<file path="src/rtl/pwm_gen.sv">
// rtl/pwm_gen.sv - fixed on-time gate driver with dead time and off-period handshake
module pwm_gen #(
  parameter int ON_TIME   = 40,
  parameter int CNT_WIDTH = 18,
  parameter int DEAD_TIME = 2,
  parameter int MIN_OFF   = 2
) (
  input  logic                 clk,
  input  logic                 n_rst,
  input  logic                 run,
  input  logic                 fault,
  input  logic                 pwm_rdy,
  input  logic [CNT_WIDTH-1:0] off_div,
  output logic                 pwm_out,
  output logic                 pwm_n_out,
  output logic                 pwm_en,
  output logic                 fault_lat,
  output logic [CNT_WIDTH-1:0] off_lat
);

  localparam logic [2:0] ST_STOP = 3'd0;
  localparam logic [2:0] ST_ON   = 3'd1;
  localparam logic [2:0] ST_DT_A = 3'd2;
  localparam logic [2:0] ST_OFF  = 3'd3;
  localparam logic [2:0] ST_DT_B = 3'd4;

  localparam bit                   HAS_DT    = DEAD_TIME > 0;
  localparam logic [CNT_WIDTH-1:0] ONE       = CNT_WIDTH'(1);
  localparam logic [CNT_WIDTH-1:0] ON_LOAD   = CNT_WIDTH'(ON_TIME - 1);
  localparam logic [CNT_WIDTH-1:0] DT_LOAD   = CNT_WIDTH'(HAS_DT ? DEAD_TIME - 1 : 0);
  localparam logic [CNT_WIDTH-1:0] MIN_OFF_V = CNT_WIDTH'(MIN_OFF);

  logic [2:0]           state;
  logic [2:0]           next_state;
  logic [CNT_WIDTH-1:0] cnt;
  logic [CNT_WIDTH-1:0] cnt_next;
  logic [CNT_WIDTH-1:0] off_clamped;
  logic                 cnt_zero;
  logic                 load_off;

  assign cnt_zero    = (cnt == '0);
  assign off_clamped = (off_div < MIN_OFF_V) ? MIN_OFF_V : off_div;

  // Fault and run are checked last so they override any timer expiry.
  always_comb begin
    next_state = state;
    case (state)
      ST_STOP: if (run && !fault_lat) next_state = ST_ON;
      ST_ON:   if (cnt_zero) next_state = HAS_DT ? ST_DT_A : ST_OFF;
      ST_DT_A: if (cnt_zero) next_state = ST_OFF;
      ST_OFF:  if (cnt_zero) next_state = HAS_DT ? ST_DT_B : ST_ON;
      ST_DT_B: if (cnt_zero) next_state = ST_ON;
      default: next_state = ST_STOP;
    endcase
    if (fault || !run) next_state = ST_STOP;
  end

  // A start from STOP always takes the requested period; a running wrap needs pwm_rdy.
  always_comb begin
    load_off = 1'b0;
    if (next_state == ST_ON && state != ST_ON) load_off = (state == ST_STOP) || pwm_rdy;
  end

  // Counter holds (remaining cycles - 1) so the full CNT_WIDTH range of off_lat fits.
  always_comb begin
    cnt_next = cnt;
    if (next_state != state) begin
      case (next_state)
        ST_ON:            cnt_next = ON_LOAD;
        ST_DT_A, ST_DT_B: cnt_next = DT_LOAD;
        ST_OFF:           cnt_next = off_lat - ONE;
        default:          cnt_next = '0;
      endcase
    end else if (!cnt_zero) begin
      cnt_next = cnt - ONE;
    end
  end

  always_ff @(posedge clk or negedge n_rst) begin
    if (!n_rst) begin
      state     <= ST_STOP;
      cnt       <= '0;
      pwm_out   <= 1'b0;
      pwm_n_out <= 1'b0;
      pwm_en    <= 1'b0;
      fault_lat <= 1'b0;
      off_lat   <= MIN_OFF_V;
    end else begin
      state     <= next_state;
      cnt       <= cnt_next;
      pwm_out   <= (next_state == ST_ON);
      pwm_n_out <= (next_state == ST_OFF);
      pwm_en    <= (next_state == ST_OFF) && (state != ST_OFF);
      if (fault)     fault_lat <= 1'b1;
      else if (!run) fault_lat <= 1'b0;
      if (load_off)  off_lat <= off_clamped;
    end
  end

endmodule

</file>
<file path="config.mk">
export PLATFORM = sky130hd
export DESIGN_NAME = pwm_gen
export DESIGN_NICKNAME = d
export VERILOG_FILES = /design/src/rtl/pwm_gen.sv
export SDC_FILE = /design/constraint.sdc
export NUM_CORES = 1
export LEC_CHECK = 0
export CAP_MARGIN = 5
export CORE_UTILIZATION = 57
export CTS_CLUSTER_SIZE = 10
export DETAILED_ROUTE_END_ITERATION = 16
export GPL_TIMING_DRIVEN = 1
export PLACE_DENSITY = 0.89
export SYNTH_ARGS = -nofsm -noshare
export SYNTH_HDL_FRONTEND = slang
export SYNTH_SLANG_ARGS = --single-unit
</file>
<file path="constraint.sdc">
create_clock -name clk -period 3.63 [get_ports clk]
set_input_delay 0.726 -clock clk [delete_from_list [all_inputs] [get_ports clk]]
set_output_delay 0.726 -clock clk [all_outputs]
set_load 0.02 [all_outputs]
</file>
==> results of run 1 <==
-- layout make-up --
| cell class | count | area [um2] |
|---|---|---|
| flip-flops and latches | 43 | 1080 |
| clock buffers | 7 | 76.3 |
| fillers | 295 | 1050 |
| multi-input cells | 194 | 1410 |
| inverters | 5 | 18.8 |
| clock inverters | 1 | 5.00 |
| repair buffers | 46 | 450 |
| well taps | 50 | 62.6 |
-- layer usage --
layer	up-vias	wire length [um]	share of wire [%]	track usage, %
met1	965	2410	45	31.3
met4	0	87	1.6	8.67
met3	10	340	6.4	5.26
li1	998	-	-	-
met2	72	2470	47	40.4
met5	-	0	0	0
-- path summary, 6_finish.rpt --
check                         endpoint  slack (ns)  depth (start not counted)
setup / recovery           off_lat[15]        1.01                          7
hold / removal               fault_lat        0.50                          1
setup reg to reg           off_lat[15]        1.01                          7
hold reg to reg              fault_lat        0.50                          1
max in group asynchronous       cnt[0]        2.51                          1
min in group asynchronous      cnt[12]        0.55                          1
-- layout by cell type, fill, tap and decap left out, drive strengths merged, types with 2 or more instances in the layout --
cell type	instances
a22oi	3
o22ai	10
ha	2
clkdlybuf4s50	43
or4	7
nor2	20
nor4	11
nor2b	4
nand4	4
nor3b	2
nand2b	7
mux2	18
or3	4
a21oi	2
inv	5
xnor2	16
nor3	14
a22o	2
dfrtp	42
xor2	16
nand3	3
clkbuf	7
o21ai	7
buf	3
nor4b	3
a31oi	2
or2	2
nand2	22
a31o	2
-- state kept, by name, indices dropped and copies added (netlist names) --
register   count
off_lat       18
pwm_en         1
pwm_n_out      1
pwm_out        1
fault_lat      1
state          3
cnt           18
-- metrics by stage --
stage | setup slack [ns] | std cells
5_1_grt | 0.841 | 346
4_1_cts | 1.01 | 346
2_1_floorplan | 1.31 | 250
3_3_place_gp | 0.993 | 338
3_5_place_dp | 0.948 | 338
6_report | 1.01 | 346
-- kinds of logic (layout without fill, tap and decap cells) --
kind of cell | count (synthesis) | count (layout) | share of synthesized area [%]
adder cells (fa/ha/maj) | 2 | 2 | 0.981
AND/OR/NAND/NOR | 106 | 106 | 22.7
multiplexers | 18 | 18 | 10.3
flip-flops | 43 | 43 | 42.2
AO/OA/AOI/OAI | 36 | 36 | 10.2
XOR/XNOR | 32 | 32 | 11.0
buffers and inverters | 13 | 59 | 2.60
-- report_power, final --
group / internal (mW) / switching [mW]
Combinational: 0.468 / 0.415
Clock: 0.135 / 0.158
Sequential: 0.624 / 0.198
Total: 1.23 / 0.771
==> flow_metrics.py, run 1 <==
metrics = {
    "status": {
        "outcome": "completed",
    },
    "critical_path": {
        "path_delay_family": "compound AO/OA/AOI/OAI gates",
        "cp_slowest_cell": "a31o_2",
        "worstSetupPathType": "register to register",
        "crit_buf_inv": 1,
        "cp-end-kind": "register",
        "critPathMaxStageDelay_ns": 0.59,
        "reg2reg_from": "cnt[0]",
        "path_max_fanout": 20,
        "crit_start": "cnt[0]",
        "cp-start-kind": "register",
        "path_cells": "inv_1 > ha_1 > nor3b_1 > nand4_1 > o211ai_1 > a31o_2 > mux2_4",
        "cp.required_ns": 3.81,
        "critPathArrivalTime_ns": 2.80,
    },
    "run": {
        "drv_cap": 0,
    },
    "timing": {
        "skew_ns": 0.00689,
        "finalHoldViolCount": 0,
        "fin_crit_ns": 2.62,
        "fmax_mhz": 382,
        "post-route-period-util_pct": 72.1,
        "timing.hold.ws_ns": 0.501,
        "slew_violations": 0,
        "tightest_slew_ns": 0.899,
        "fin_tns_setup_ns": 0,
        "setup_viol": 0,
        "slew_headroom_pct": 40.1,
        "rsz0062_at_grt": "false",
    },
    "clocking": {
        "max-clock-path-buffers": 2,
        "clk_latency_ns": 0.30,
        "numCtsBuffers": 5,
        "cts_hold_buffers": 0,
        "clkTransAtPathRegs_ns": 0.08,
        "cts_resized": 0,
        "cts_max_level": 2,
        "clock_sinks": 43,
        "cts_tree": "done",
        "cts_setup_buffers": 0,
        "clock-root-buffer": "clkbuf_8",
    },
    "global_route": {
        "grtUsageTotal_pct": 24.4,
        "grt_pass1_vias": 1938,
        "grt_max_degree": 44,
        "antenna_found_initial": 0,
        "grt_remaining_overflow": 0,
        "grt_pass1_wl_um": 8470,
    },
    "floorplanning": {
        "core_um2": 4140,
        "dieHeight_um": 68.9,
        "io_pins": 45,
        "fp-row-count": 23,
        "die_area_um2": 4750,
        "die_width_um": 68.9,
        "start_util_pct": 61.5,
    },
    "placement": {
        "dp_hpwl_um": 3950,
        "placed_area_um2": 3020,
        "globalplace.congestion": 0.835,
        "io_buffers": 44,
    },
    "logic_synthesis": {
        "syn_area_per_cell_um2": 10.2,
        "syn_nets": 275,
        "synth-edff-count": 0,
        "yosysMostFrequentCell": "dfrtp_1",
        "async_reset_ff_share_pct": 100,
        "synth_flop_cell": "dfrtp_1",
        "synthCells": 250,
        "seq_area_frac_synth_pct": 42.2,
        "yosys_warnings": 0,
        "yosysTopAreaCell": "dfrtp_1",
        "synth_top_area_share_pct": 41.2,
        "synthTopCellsByCount": "42 x dfrtp_1, 22 x nand2_1, 20 x nor2_1",
        "syn_area_um2": 2550,
        "ys_top_cells_by_area": "dfrtp_1 41%, mux2_4 9.4%, xnor2_1 5.5%, xor2_1 5.5%, nand2_1 3.2%",
        "synth_cell_type_count": 48,
        "ys_seq_elements": 43,
    },
    "drt": {
        "drc": 0,
        "detail_route.vias_per_cell": 5.91,
        "wire_per_inst_um": 15.3,
        "drt_first_pass_iters": 4,
        "wl_um": 5310,
        "vias": 2045,
        "route.antenna.remaining_nets": 0,
        "drt-initial-drc-count": 96,
    },
    "final_layout": {
        "num_antenna_cells": 0,
        "final_net_count": 320,
        "drive_gt1_share_pct": 13.9,
        "area_delta_synth_final_pct": 21.4,
        "utilization_pct": 74.7,
        "postLayoutCellArea_um2": 3100,
    },
    "hold_path": {
        "hold_class": "register to register",
        "holdCritStartpoint": "fault_lat",
    },
    "power": {
        "cellPowerDensity_nw_per_um2": 645,
        "power.total_mw": 2.00,
        "vdd_drop_max_uv": 365,
        "leakage_nw": 1.28,
    },
}
Note: power is estimated with default switching activity, not from simulation.
==> run 2, diff against run 1 <==
CORE_UTILIZATION = 53   (was 57)
PLACE_DENSITY = 0.84   (was 0.89)
clock period = 2.5 ns   (was 3.63 ns; I/O delays follow)
==> run 2 against run 1 <==
Net effect: clock skew fell by 0.0016 ns; critical path depth rose by 1; the flow now finishes with violations (DRC); fmax rose by 10%; register-to-register slack got worse by 0.88 ns; final area rose by 5.1%; die area rose by 7.3%; count of clock-buffer cells in the layout fell by 2; critical path type unchanged; routed wire length rose by 5.2%; global-route usage fell by 0.20 points; first-iteration DRC count rose by 29%; worst hold slack got worse by 0.19 ns.
==> flow_metrics.py, run 2 (synthesis results as in run 1) <==
metrics = {
    "critical_path": {
        "path_max_fanout": 4,
        "worstSetupPathType": "register to register",
        "cp-start-kind": "register",
        "critPathArrivalTime_ns": 2.53,
        "cp-end-kind": "register",
        "cp.required_ns": 2.66,
    },
    "power": {
        "cellPowerDensity_nw_per_um2": 971,
        "leakage_nw": 1.38,
        "vdd_drop_max_uv": 557,
        "power.total_mw": 3.16,
    },
    "clocking": {
        "clock-root-buffer": "clkbuf_8",
        "cts_hold_buffers": 0,
        "cts_setup_buffers": 0,
        "cts_tree": "done",
        "numCtsBuffers": 5,
        "clock_sinks": 43,
        "cts_max_level": 2,
        "cts_resized": 0,
        "clkTransAtPathRegs_ns": 0.08,
        "clk_latency_ns": 0.30,
        "max-clock-path-buffers": 2,
    },
    "global_route": {
        "grt_pass1_wl_um": 9490,
        "grt_pass1_vias": 2133,
        "grt_max_degree": 44,
        "grt_remaining_overflow": 0,
        "grtUsageTotal_pct": 24.2,
        "antenna_found_initial": 0,
    },
    "final_layout": {
        "num_antenna_cells": 0,
        "mostFrequentLayoutCells": "43 x clkdlybuf4s50_1, 42 x dfrtp_1, 22 x nand2_1",
        "layout_commonest_cell": "clkdlybuf4s50_1",
        "drive_gt1_share_pct": 18.6,
        "final_net_count": 335,
        "reg_top3": "cnt (18), off_lat (18), state (3)",
        "area_delta_synth_final_pct": 27.6,
        "n_fill_cell": 331,
        "utilization_pct": 72.7,
    },
    "drt": {
        "highest_layer": "met4",
        "drc": 1,
        "vias": 2086,
        "route.antenna.remaining_nets": 0,
        "wl_um": 5590,
        "met2_length_um": 2710,
        "wire_per_inst_um": 15.4,
        "route.met3.wl_um": 275,
        "drt-initial-drc-count": 124,
        "met1_length_um": 2500,
        "detail_route.vias_per_cell": 5.75,
        "drt_first_pass_iters": 10,
    },
    "floorplanning": {
        "die_area_um2": 5090,
        "io_pins": 45,
        "start_util_pct": 57.0,
        "die_width_um": 71.4,
        "core_um2": 4470,
        "fp-row-count": 24,
        "dieHeight_um": 71.4,
    },
    "status": {
        "violations": "DRC",
        "outcome": "complete, but fails checks",
    },
    "timing": {
        "post-route-period-util_pct": 94.8,
        "tightest_slew_ns": 0.899,
        "finalHoldViolCount": 0,
        "fin_tns_setup_ns": 0,
        "fmax_mhz": 422,
        "slew_violations": 0,
        "setup_viol": 0,
        "slew_headroom_pct": 40.0,
        "fin_crit_ns": 2.37,
        "rsz0062_at_grt": "false",
        "skew_ns": 0.00528,
    },
    "placement": {
        "io_buffers": 44,
        "dp_hpwl_um": 4170,
        "globalplace.congestion": 0.874,
    },
    "run": {
        "drv_cap": 0,
    },
    "hold_path": {
        "hold_class": "input port to async pin",
    },
}
[run 2: metal layers]
| layer | up-vias | global-route usage [%] |
|---|---|---|
| met5 | - | 0 |
| met1 | 973 | 30.2 |
| met2 | 73 | 41.6 |
| met3 | 12 | 5.20 |
| li1 | 1028 | - |
| met4 | 0 | 8.67 |
[run 2: worst paths after layout]
check	slack, ns	depth (start not counted)	startpoint	endpoint
max	0.13	8	cnt[0]	cnt[16]
min	0.31	1	n_rst	cnt[12]
max reg2reg	0.13	8	cnt[0]	cnt[16]
min reg2reg	0.50	1	fault_lat	fault_lat
max in group asynchronous	1.61	1	n_rst	off_lat[15]
min in group clk	0.50	1	fault_lat	fault_lat
[run 2: cell type report]
type                            instances  area, um2  area share (%)
Multi-Input combinational cell        194       1420            43.6
Timing Repair Buffer                   61        563            17.3
Tap cell                               52       65.1            2.00
Clock buffer                            5       68.8            2.11
Sequential cell                        43       1080            33.1
Inverter                                5       18.8           0.577
Clock inverter                          3       43.8            1.35
[run 2: report_power, final]
| part | internal (mW) | leakage (nW) | total (mW) | switching [mW] |
|---|---|---|---|---|
| logic | 0.784 | 0.775 | 1.43 | 0.648 |
| registers | 0.906 | 0.545 | 1.19 | 0.282 |
| clock network | 0.297 | 0.0581 | 0.540 | 0.243 |
[run 2: stage by stage]
stage / instance area, um2 / setup slack [ns] / std cells / hold WS (ns)
2_1_floorplan: 2550 / 0.184 / 250 / 0.204
3_3_place_gp: 3130 / 0.141 / 355 / 0.479
3_5_place_dp: 3130 / 0.0446 / 355 / 0.486
4_1_cts: 3240 / 0.0430 / 363 / 0.364
5_1_grt: 3250 / 0.0312 / 363 / 0.404
6_report: 3250 / 0.130 / 363 / 0.313
[run 2: worst max-delay path, stage by stage, from the launching register on]
cell     delay [ns]
dfrtp_1        0.42
inv_1          0.07
ha_1           0.18
or3b_4         0.42
or3_2          0.48
nor3_1         0.16
mux2_2         0.35
nand2_1        0.06
o21ai_0        0.10
